`src/rtl/mbtrain_sb_tx_queue.sv`:
```
// Sideband TX message queue: buffers non-zero MBTRAIN message codes and drains
// them first-word-fall-through to the sideband encoder over valid/ready.
module mbtrain_sb_tx_queue #(
    parameter int DEPTH = 4,
    parameter int MSG_W = 4
) (
    input  logic                     clk,
    input  logic                     rst_n,
    input  logic                     i_en,
    input  logic [MSG_W-1:0]         i_sideband_message,
    input  logic                     i_valid,
    input  logic                     i_sb_ready,
    output logic [MSG_W-1:0]         o_sb_message,
    output logic                     o_sb_valid,
    output logic                     o_full,
    output logic                     o_empty,
    output logic                     o_overflow,
    output logic [$clog2(DEPTH):0]   o_count
);

    localparam int AW = $clog2(DEPTH);
    localparam int PW = AW + 1;

    logic [MSG_W-1:0] mem [DEPTH];

    logic [PW-1:0] wr_ptr_q, wr_ptr_d;
    logic [PW-1:0] rd_ptr_q, rd_ptr_d;
    logic [PW-1:0] count_q, count_d;
    logic          overflow_q, overflow_d;

    logic full, empty;
    logic push_req, pop, push_ok;

    // Wrap bit distinguishes full from empty when the index bits coincide.
    assign empty = (wr_ptr_q == rd_ptr_q);
    assign full  = (wr_ptr_q[AW-1:0] == rd_ptr_q[AW-1:0]) &&
                   (wr_ptr_q[PW-1] != rd_ptr_q[PW-1]);

    always_comb begin
        push_req   = i_en & i_valid & (i_sideband_message != '0);
        pop        = i_en & o_sb_valid & i_sb_ready;
        push_ok    = push_req & (!full | pop);

        wr_ptr_d   = wr_ptr_q;
        rd_ptr_d   = rd_ptr_q;
        count_d    = count_q;
        overflow_d = overflow_q;

        if (push_ok) begin
            wr_ptr_d = wr_ptr_q + PW'(1);
        end
        if (pop) begin
            rd_ptr_d = rd_ptr_q + PW'(1);
        end
        if (push_ok && !pop) begin
            count_d = count_q + PW'(1);
        end else if (pop && !push_ok) begin
            count_d = count_q - PW'(1);
        end
        if (push_req && full && !pop) begin
            overflow_d = 1'b1;
        end
    end

    always_ff @(posedge clk or negedge rst_n) begin
        if (!rst_n) begin
            wr_ptr_q   <= '0;
            rd_ptr_q   <= '0;
            count_q    <= '0;
            overflow_q <= 1'b0;
        end else if (!i_en) begin
            wr_ptr_q   <= '0;
            rd_ptr_q   <= '0;
            count_q    <= '0;
            overflow_q <= 1'b0;
        end else begin
            wr_ptr_q   <= wr_ptr_d;
            rd_ptr_q   <= rd_ptr_d;
            count_q    <= count_d;
            overflow_q <= overflow_d;
        end
    end

    // Storage needs no reset: nothing is visible unless a pointer covers it.
    always_ff @(posedge clk) begin
        if (push_ok) begin
            mem[wr_ptr_q[AW-1:0]] <= i_sideband_message;
        end
    end

    assign o_sb_valid   = !empty & i_en;
    assign o_sb_message = o_sb_valid ? mem[rd_ptr_q[AW-1:0]] : '0;
    assign o_full       = full;
    assign o_empty      = empty;
    assign o_overflow   = overflow_q;
    assign o_count      = count_q;

endmodule
```
`config.mk`:
```
export PLATFORM = sky130hd
export DESIGN_NAME = mbtrain_sb_tx_queue
export DESIGN_NICKNAME = d
export VERILOG_FILES = /design/src/rtl/mbtrain_sb_tx_queue.sv
export SDC_FILE = /design/constraint.sdc
export NUM_CORES = 1
export LEC_CHECK = 0
export CELL_PAD_IN_SITES_DETAIL_PLACEMENT = 1
export CELL_PAD_IN_SITES_GLOBAL_PLACEMENT = 2
export CORE_ASPECT_RATIO = 1.2
export CORE_MARGIN = 3
export CORE_UTILIZATION = 35
export CTS_BUF_LIST = sky130_fd_sc_hd__clkbuf_8
export DETAILED_ROUTE_END_ITERATION = 8
export GPL_ROUTABILITY_DRIVEN = 0
export MAX_ROUTING_LAYER = met4
export PLACE_DENSITY_LB_ADDON = 0.1
export SYNTH_ARGS = -nofsm -noshare
export SYNTH_HDL_FRONTEND = slang
export SYNTH_SLANG_ARGS = --single-unit
```
`constraint.sdc`:
```
create_clock -name clk -period 6.6 [get_ports clk]
set_input_delay 1.32 -clock clk [delete_from_list [all_inputs] [get_ports clk]]
set_output_delay 1.32 -clock clk [all_outputs]
set_load 0.05 [all_outputs]
```
# Word level (Yosys, flattened, before mapping)
# Memories as Yosys holds them, arrays and structs flattened.
# Index checks and enable logic that the tools add are counted.
# word_totals
register_bits,10
mem_bits_rw,16
in_bits,9
out_inout_bits,11
wordCells,45
mem_count,1
# op_classes
add_sub_neg,4
eq_ne,7
mux,12
bitwise_logic,7
n_reduce_logical,10
# memory_table
name,words,width,rd,rd_ports_with_merged_regs,wr,line_no,rtl
mem,4,4,1,0,1,24,logic [MSG_W-1:0] mem [DEPTH];
# ops
op,n
$mux 3,7
$add 3x1->3 const B,3
$and 1x1->1,6
$ne 2x1->1 const B,3
$logic_and 1x1->1,5
$logic_not 1->1,4
$mux 1,4
$mux 4,1
$reduce_bool 4->1,1
$eq 3x3->1,1
$ne 3x1->1 const B,1
$sub 3x1->3 const B,1
$eq 2x2->1,1
$ne 1x1->1,1
$or 1x1->1,1

# Longest topological paths before layout
# Gate-level depths: netlist of run 1.
# logic_depth
word_depth,12
ltp_mapped,12
ltp_nobuf,11

# Worst setup path after synthesis of run 1
# No wires, ideal clock.
# synth_timing
path_kind,input port to output port
startpoint,in i_en
endpoint,out o_sb_message[0]
arrival_ps,2035
t_required_ps,5280
path_slack_ps,3245
cell_stages,2
path_cell_list,clkbuf_1 and3_1
# synth_via
elab_chain_len,2
# synth_lines
item,line_no,rtl
start: declaration,9,"input logic i_en,"
$and 1x1->1,91,assign o_sb_valid = !empty & i_en;
$mux 4,92,assign o_sb_message = o_sb_valid ? mem[rd_ptr_q[AW-1:0]] : '0;
end: declaration,13,"output logic [MSG_W-1:0] o_sb_message,"
# Every way passes these cells.

# Worst setup path in the final report of run 1
# layout_timing
startpoint,in i_en
endpoint,out o_sb_message[1]
# Same word-level chain as after synthesis.

==> qor.log, run 1 <==
INFO  setup_path     critical-path-top-cell-by-count=clkdlybuf4s50_1
INFO  clock_network  clk_latency=0.27ns
INFO  floorplanning  num_io_pins=20
INFO  setup_path     cpMaxStageDelayCell=clkdlybuf4s50_1
INFO  logic_synthesis number_of_enable_type_register_cells_in_the_synthesized_netlist=16
INFO  logic_synthesis synth.yosys.warnings=0
INFO  power_and_ir_drop leakage=0.652nW
INFO  logic_synthesis synthTopCellsByArea=edfxtp_1 (33%), dfrtp_1 (17%), mux4_1 (7.2%)
INFO  logic_synthesis synth_area_per_cell=12.2µm²
INFO  grt            grt_overflow=0
INFO  place          port_buffers=19
INFO  floorplanning  placeableCoreArea=3970µm²
INFO  job            maxCapViolCount=0
INFO  timing         fin_worst_skew=0.00171ns
INFO  power_and_ir_drop comb_power_share=0.313
INFO  logic_synthesis synth_nets=134
INFO  routing        num_vias=980
INFO  setup_path     cp_top_family=buffers and inverters
INFO  finish         areaGrowthSynthToFinish=19.8%
INFO  logic_synthesis synthArstFlopShare=0.385
INFO  grt            grt_pass1_wl=5.28mm
INFO  clock_network  cts_sinks=26
INFO  grt            first_global_vias=1069
INFO  timing         report.final.hold_viol_count=0
INFO  floorplanning  starting_density=0.367
INFO  setup_path     timing.critical_path.to_type=primary output
INFO  finish         final_cell_count_no_fill=190
INFO  setup_path     critPathMaxStageDelay=0.82ns
INFO  clock_network  clkSlewWorstSetupHoldPaths=0.09ns
INFO  timing         rsz0062_at_grt=no
INFO  routing        wl_met1=1.33mm
INFO  clock_network  tritoncts=done
INFO  routing        dr_wl_met3=82µm
INFO  power_and_ir_drop totalPowerFinal=0.475mW
INFO  routing        drt.antenna.violating_nets=0
INFO  place          place_worst_setup_slack=2.08ns
INFO  timing         postLayoutSetupSlackWorst=2.09ns
INFO  floorplanning  die_h=76.7µm
INFO  setup_path     category_of_the_worst_setup_path_launch_point=primary input
INFO  setup_path     buffer_and_inverter_count_on_the_worst_path=2
INFO  logic_synthesis part_of_the_yosys_area_used_for_sequential_elements=0.501
INFO  clock_network  post_cts_resized=0
INFO  place          dpl.hpwl=2.31mm
INFO  routing        wl_per_cell=16.2µm
INFO  finish         diodes=0
INFO  clock_network  cts_max_path_buffers=2
INFO  finish         design_area=1750µm²
INFO  min_path       worst_hold_path.num_cells=1
INFO  timing         timing.final.crit_share=0.684
INFO  setup_path     rr_worst_depth=11
INFO  timing         timing.hold.ws=0.522ns
INFO  setup_path     critPathKind=primary input to primary output
INFO  logic_synthesis synthDominantAreaCellType=edfxtp_1
INFO  setup_path     crit_path_cell_trace=clkdlybuf4s50_1 > and3_1 > clkdlybuf4s50_1
INFO  power_and_ir_drop worst_vdd_rail_ir_drop=117µV
INFO  clock_network  clock-root-buffer=clkbuf_8
INFO  min_path       worstHoldPathType=register to register
INFO  logic_synthesis yosys_register_bits=26
INFO  timing         tightestPinTransition=0.558ns
INFO  timing         slew_headroom=0.627
INFO  logic_synthesis synth_most_common_cell=edfxtp_1
INFO  setup_path     path_depth=3
INFO  power_and_ir_drop total_switching_power=0.156mW
INFO  min_path       holdPathEnd=o_overflow
INFO  routing        routed_via_density=5.16
INFO  logic_synthesis synth_cell_types=37
INFO  min_path       hold_start=o_overflow
INFO  timing         setup_viol=0
INFO  finish         layout-drive-gt1-share=0.0956
INFO  finish         post_layout_nets=152
INFO  timing         final-max-slew-violation-count=0
INFO  clock_network  cts_buffers=3
INFO  logic_synthesis synth_commonest_cells=edfxtp_1 (16), dfrtp_1 (10), nand2_1 (10)
INFO  clock_network  cts_hold_buf=0
INFO  finish         filler_cell_count=432
INFO  floorplanning  placementRows=25
INFO  routing        detailroute.wirelength.met2=1.61mm
INFO  clock_network  postCtsSetupRepairBufs=0
INFO  clock_network  number_of_h_tree_levels=1
INFO  power_and_ir_drop power_density=272nW/µm²
INFO  power_and_ir_drop seq_power_share=0.411
INFO  setup_path     timing.critical_path.from=i_en
INFO  routing        iteration_0_drc_count_of_the_detailed_router=29
INFO  setup_path     maximum_net_fanout_on_the_critical_path=15
INFO  finish         fin_util=0.440
INFO  logic_synthesis synthDominantCellAreaShare=0.330
INFO  floorplanning  die_area=4980µm²
INFO  grt            gr-usage-all-layers=0.145
INFO  power_and_ir_drop sw_frac_of_total=0.329
INFO  timing         tns=0ns
INFO  timing         period_needed=4.51ns
INFO  status         outcome=finished clean
INFO  setup_path     timing.critical_path.arrival=3.19ns
INFO  logic_synthesis netlist_area_pre_place=1460µm²
INFO  routing        totalWireLength=3.08mm
INFO  setup_path     reg2reg_setup_slack=3.48ns
INFO  timing         max_freq=222MHz
INFO  floorplanning  die_w=64.9µm
INFO  finish         sequential_cell_area=731µm²
INFO  place          placed_cells_incl_taps=186
INFO  setup_path     worst_r2r_endpoint=o_count[2]
INFO  grt            grt_antenna_before_repair=0
INFO  setup_path     cp.required=5.28ns
INFO  routing        top_signal_layer_used=met4
INFO  power_and_ir_drop share_clk_of_total_power=0.275
INFO  logic_synthesis synthFlopType=edfxtp_1
INFO  routing        drt_pre_antenna_iters=3
INFO  grt            grt_max_degree=16
INFO  finish         multiInputGateArea=657µm²
INFO  routing        drc=0
INFO  power_and_ir_drop internal_power=0.318mW
INFO  logic_synthesis post_synthesis_cells=119
INFO  place          dpl-instance-area=1680µm²
INFO  setup_path     regToRegStartpoint=rd_ptr_q[0]
## sequential cells by signal, summed over array words and instances, names as in the netlist
register	flops
o_overflow	1
wr_ptr_q	3
o_count	3
mem	16
rd_ptr_q	3
## worst reg2reg max path: cells and delay by family (launching register included)
kind	cells	cell delay, ns
buf+inv	1	0.14
flops	1	0.64
simple gates	5	1.27
fa+ha+maj	1	0.39
xor+xnor	1	0.12
compound gates	3	0.48
## power groups by stage
stage,Sequential [mW],Clock [mW],Combinational [mW]
final,0.195,0.131,0.149
after global routing,0.197,0.143,0.162
after CTS,0.196,0.137,0.151
after detailed placement,0.199,0,0.150
after global placement,0.198,0,0.148
after floorplan,0.208,0,0.0976
## per-layer routing
| metal | global-route usage | up-vias |
|---|---|---|
| li1 | - | 464 |
| met1 | 0.175 | 498 |
| met2 | 0.244 | 13 |
| met3 | 0.0190 | 5 |
| met4 | 0.0571 | 0 |
| met5 | - | - |
## kinds of logic (layout without fill, tap and decap cells)
family                     count (synthesis)  after routing  share of synthesized area
muxes                                      6              6                     0.0858
AOI/OAI and AO/OA                         14             14                     0.0713
and+or+nand+nor                           44             44                      0.173
xor gates and xnor gates                   9              9                     0.0644
DFF                                       26             26                      0.501
buffers and inverters                     14             31                     0.0481
adders and majority gates                  6              6                     0.0567
## worst max path at each step
stage	end	slack, ns
final	o_sb_message[1]	2.09
after global routing	o_sb_message[0]	1.99
after CTS	o_sb_message[1]	2.08
after detailed placement	o_sb_message[1]	2.08
after global placement	o_sb_message[0]	2.11
after floorplan	o_sb_message[0]	3.24
## cell type report
type,instances,share of cell area
flip-flops and latches,26,0.418
multi-input cells,79,0.376
repair buffers,19,0.109
clock buffers,3,0.0236
clock inverters,1,0.0172
inverters,8,0.0172
well taps,54,0.0387
## layout by cell type, fill, tap and decap left out, types with 2 or more instances in the layout
| cell | n |
|---|---|
| nand2_1 | 10 |
| mux4_1 | 4 |
| inv_1 | 7 |
| and2_1 | 4 |
| nand3_1 | 4 |
| ha_1 | 5 |
| xnor2_1 | 6 |
| xor2_2 | 2 |
| clkbuf_8 | 3 |
| and3_1 | 5 |
| clkdlybuf4s50_1 | 19 |
| a21oi_1 | 4 |
| edfxtp_1 | 16 |
| nor4_1 | 3 |
| nor2_1 | 5 |
| o21ai_1 | 2 |
| nor3_1 | 7 |
| mux2i_1 | 2 |
| dfrtp_1 | 10 |
Note: power is estimated with default switching activity, not from simulation.
==> inputs of run 2 (changes only) <==
Clock period 6.6 ns to 4.52 ns, I/O delays scaled along.
==> qor.log, run 2 (synthesis gave the netlist of run 1 again) <==
INFO  timing         rsz0062_at_grt=no
INFO  routing        iteration_0_drc_count_of_the_detailed_router=64
INFO  finish         post_layout_nets=153
INFO  grt            gr-usage-all-layers=0.156
INFO  floorplanning  placementRows=25
INFO  clock_network  postCtsSetupRepairBufs=0
INFO  timing         max_freq=284MHz
INFO  grt            first_global_vias=1092
INFO  setup_path     category_of_the_worst_setup_path_launch_point=register
INFO  clock_network  tritoncts=done
INFO  timing         timing.final.crit_share=0.779
INFO  timing         fin_worst_skew=0.00559ns
INFO  setup_path     maximum_net_fanout_on_the_critical_path=12
INFO  routing        drt_pre_antenna_iters=4
INFO  grt            grt_max_degree=16
INFO  routing        wl_per_cell=17.6µm
INFO  floorplanning  die_area=4980µm²
INFO  finish         largest_register_ff_count=16
INFO  clock_network  number_of_h_tree_levels=1
INFO  floorplanning  die_w=64.9µm
INFO  timing         setup_viol=0
INFO  setup_path     cp.required=3.62ns
INFO  floorplanning  die_h=76.7µm
INFO  routing        drt.antenna.violating_nets=0
INFO  grt            grt_pass1_wl=5.84mm
INFO  setup_path     timing.critical_path.to_type=primary output
INFO  timing         tns=0ns
INFO  clock_network  post_cts_resized=0
INFO  finish         diodes=0
INFO  job            maxCapViolCount=0
INFO  routing        totalWireLength=3.36mm
INFO  grt            grt_antenna_before_repair=0
INFO  clock_network  cts_sinks=26
INFO  clock_network  clock-root-buffer=clkbuf_8
INFO  setup_path     timing.critical_path.arrival=2.62ns
INFO  finish         areaGrowthSynthToFinish=20.3%
INFO  clock_network  clk_latency=0.27ns
INFO  finish         mostFrequentLayoutCell=clkdlybuf4s50_1
INFO  timing         report.final.hold_viol_count=0
INFO  floorplanning  placeableCoreArea=3970µm²
INFO  clock_network  cts_buffers=3
INFO  finish         layout-drive-gt1-share=0.102
INFO  power_and_ir_drop worst_vdd_rail_ir_drop=155µV
INFO  timing         postLayoutSetupSlackWorst=0.999ns
INFO  floorplanning  num_io_pins=20
INFO  clock_network  cts_max_path_buffers=2
INFO  routing        num_vias=1001
INFO  grt            grt_overflow=0
INFO  timing         timing.hold.ws=0.501ns
INFO  clock_network  cts_hold_buf=0
INFO  setup_path     critPathKind=register to primary output
INFO  place          port_buffers=19
INFO  floorplanning  starting_density=0.367
INFO  routing        routed_via_density=5.24
INFO  routing        drc=0
INFO  status         outcome=finished clean
INFO  timing         final-max-slew-violation-count=0
INFO  finish         layout_common_cells=clkdlybuf4s50_1 (19), edfxtp_1 (16), nand2_1 (10), dfrtp_1 (10)
INFO  place          dpl.hpwl=2.55mm
INFO  power_and_ir_drop power_density=400nW/µm²
INFO  power_and_ir_drop leakage=0.657nW
INFO  timing         period_needed=3.52ns
INFO  place          place_worst_setup_slack=0.897ns
INFO  timing         slew_headroom=0.643
INFO  clock_network  clkSlewWorstSetupHoldPaths=0.10ns
INFO  timing         tightestPinTransition=0.534ns
INFO  min_path       worstHoldPathType=register to register
[run 2: changes by cell type in the layout (fill, tap and decap cells not counted)]
cell | previous run | this run
buf_4 | 0 | 1
[run 2: cell type report]
type	count	area [µm²]
inverter	8	30.0
sequential	26	731
timing repair buffer	20	198
tap	54	67.6
multi-input combinational	79	657
fill	417	2220
clock buffer	3	41.3
clock inverter	1	30.0
[run 2: path summary, 6_finish.rpt]
check	startpoint	to	slack, ns	cells past startpoint
min	o_overflow	o_overflow	0.50	1
max reg2reg	rd_ptr_q[0]	o_count[2]	1.45	11
min in group asynchronous	rst_n	rd_ptr_q[2]	0.95	1
max in group asynchronous	rst_n	o_overflow	3.23	1
max	rd_ptr_q[0]	o_empty	1.0	4
min reg2reg	o_overflow	o_overflow	0.50	1
[run 2: report_power, final]
group / internal, mW / switching [mW] / total (mW)
Clock: 0.119 / 0.0768 / 0.195
Combinational: 0.0812 / 0.138 / 0.219
Sequential: 0.266 / 0.0208 / 0.286
[run 2: worst max-delay path, cell delays in order, from the launching register on]
cell,delay (ns)
dfrtp_1,0.66
xnor2_1,0.17
nand3_1,0.42
inv_2,0.26
clkdlybuf4s50_1,0.83
[run 2: routing by layer]
metal | global-route usage | vias to the layer above | share of wire
met1 | 0.201 | 512 | 0.44
met4 | 0.0465 | 0 | 0.0092
met3 | 0.0220 | 4 | 0.036
met2 | 0.254 | 16 | 0.52
met5 | - | - | 0
li1 | - | 469 | -
[run 2: per-stage QoR]
step                      area, µm²  total power [mW]  utilization  instances
after floorplan                1460             0.447            -        119
after global placement         1680             0.510        0.424        187
after detailed placement       1680             0.513        0.424        187
after CTS                      1750             0.711        0.442        191
after global routing           1750             0.739        0.442        191
final                          1750             0.701        0.442        191
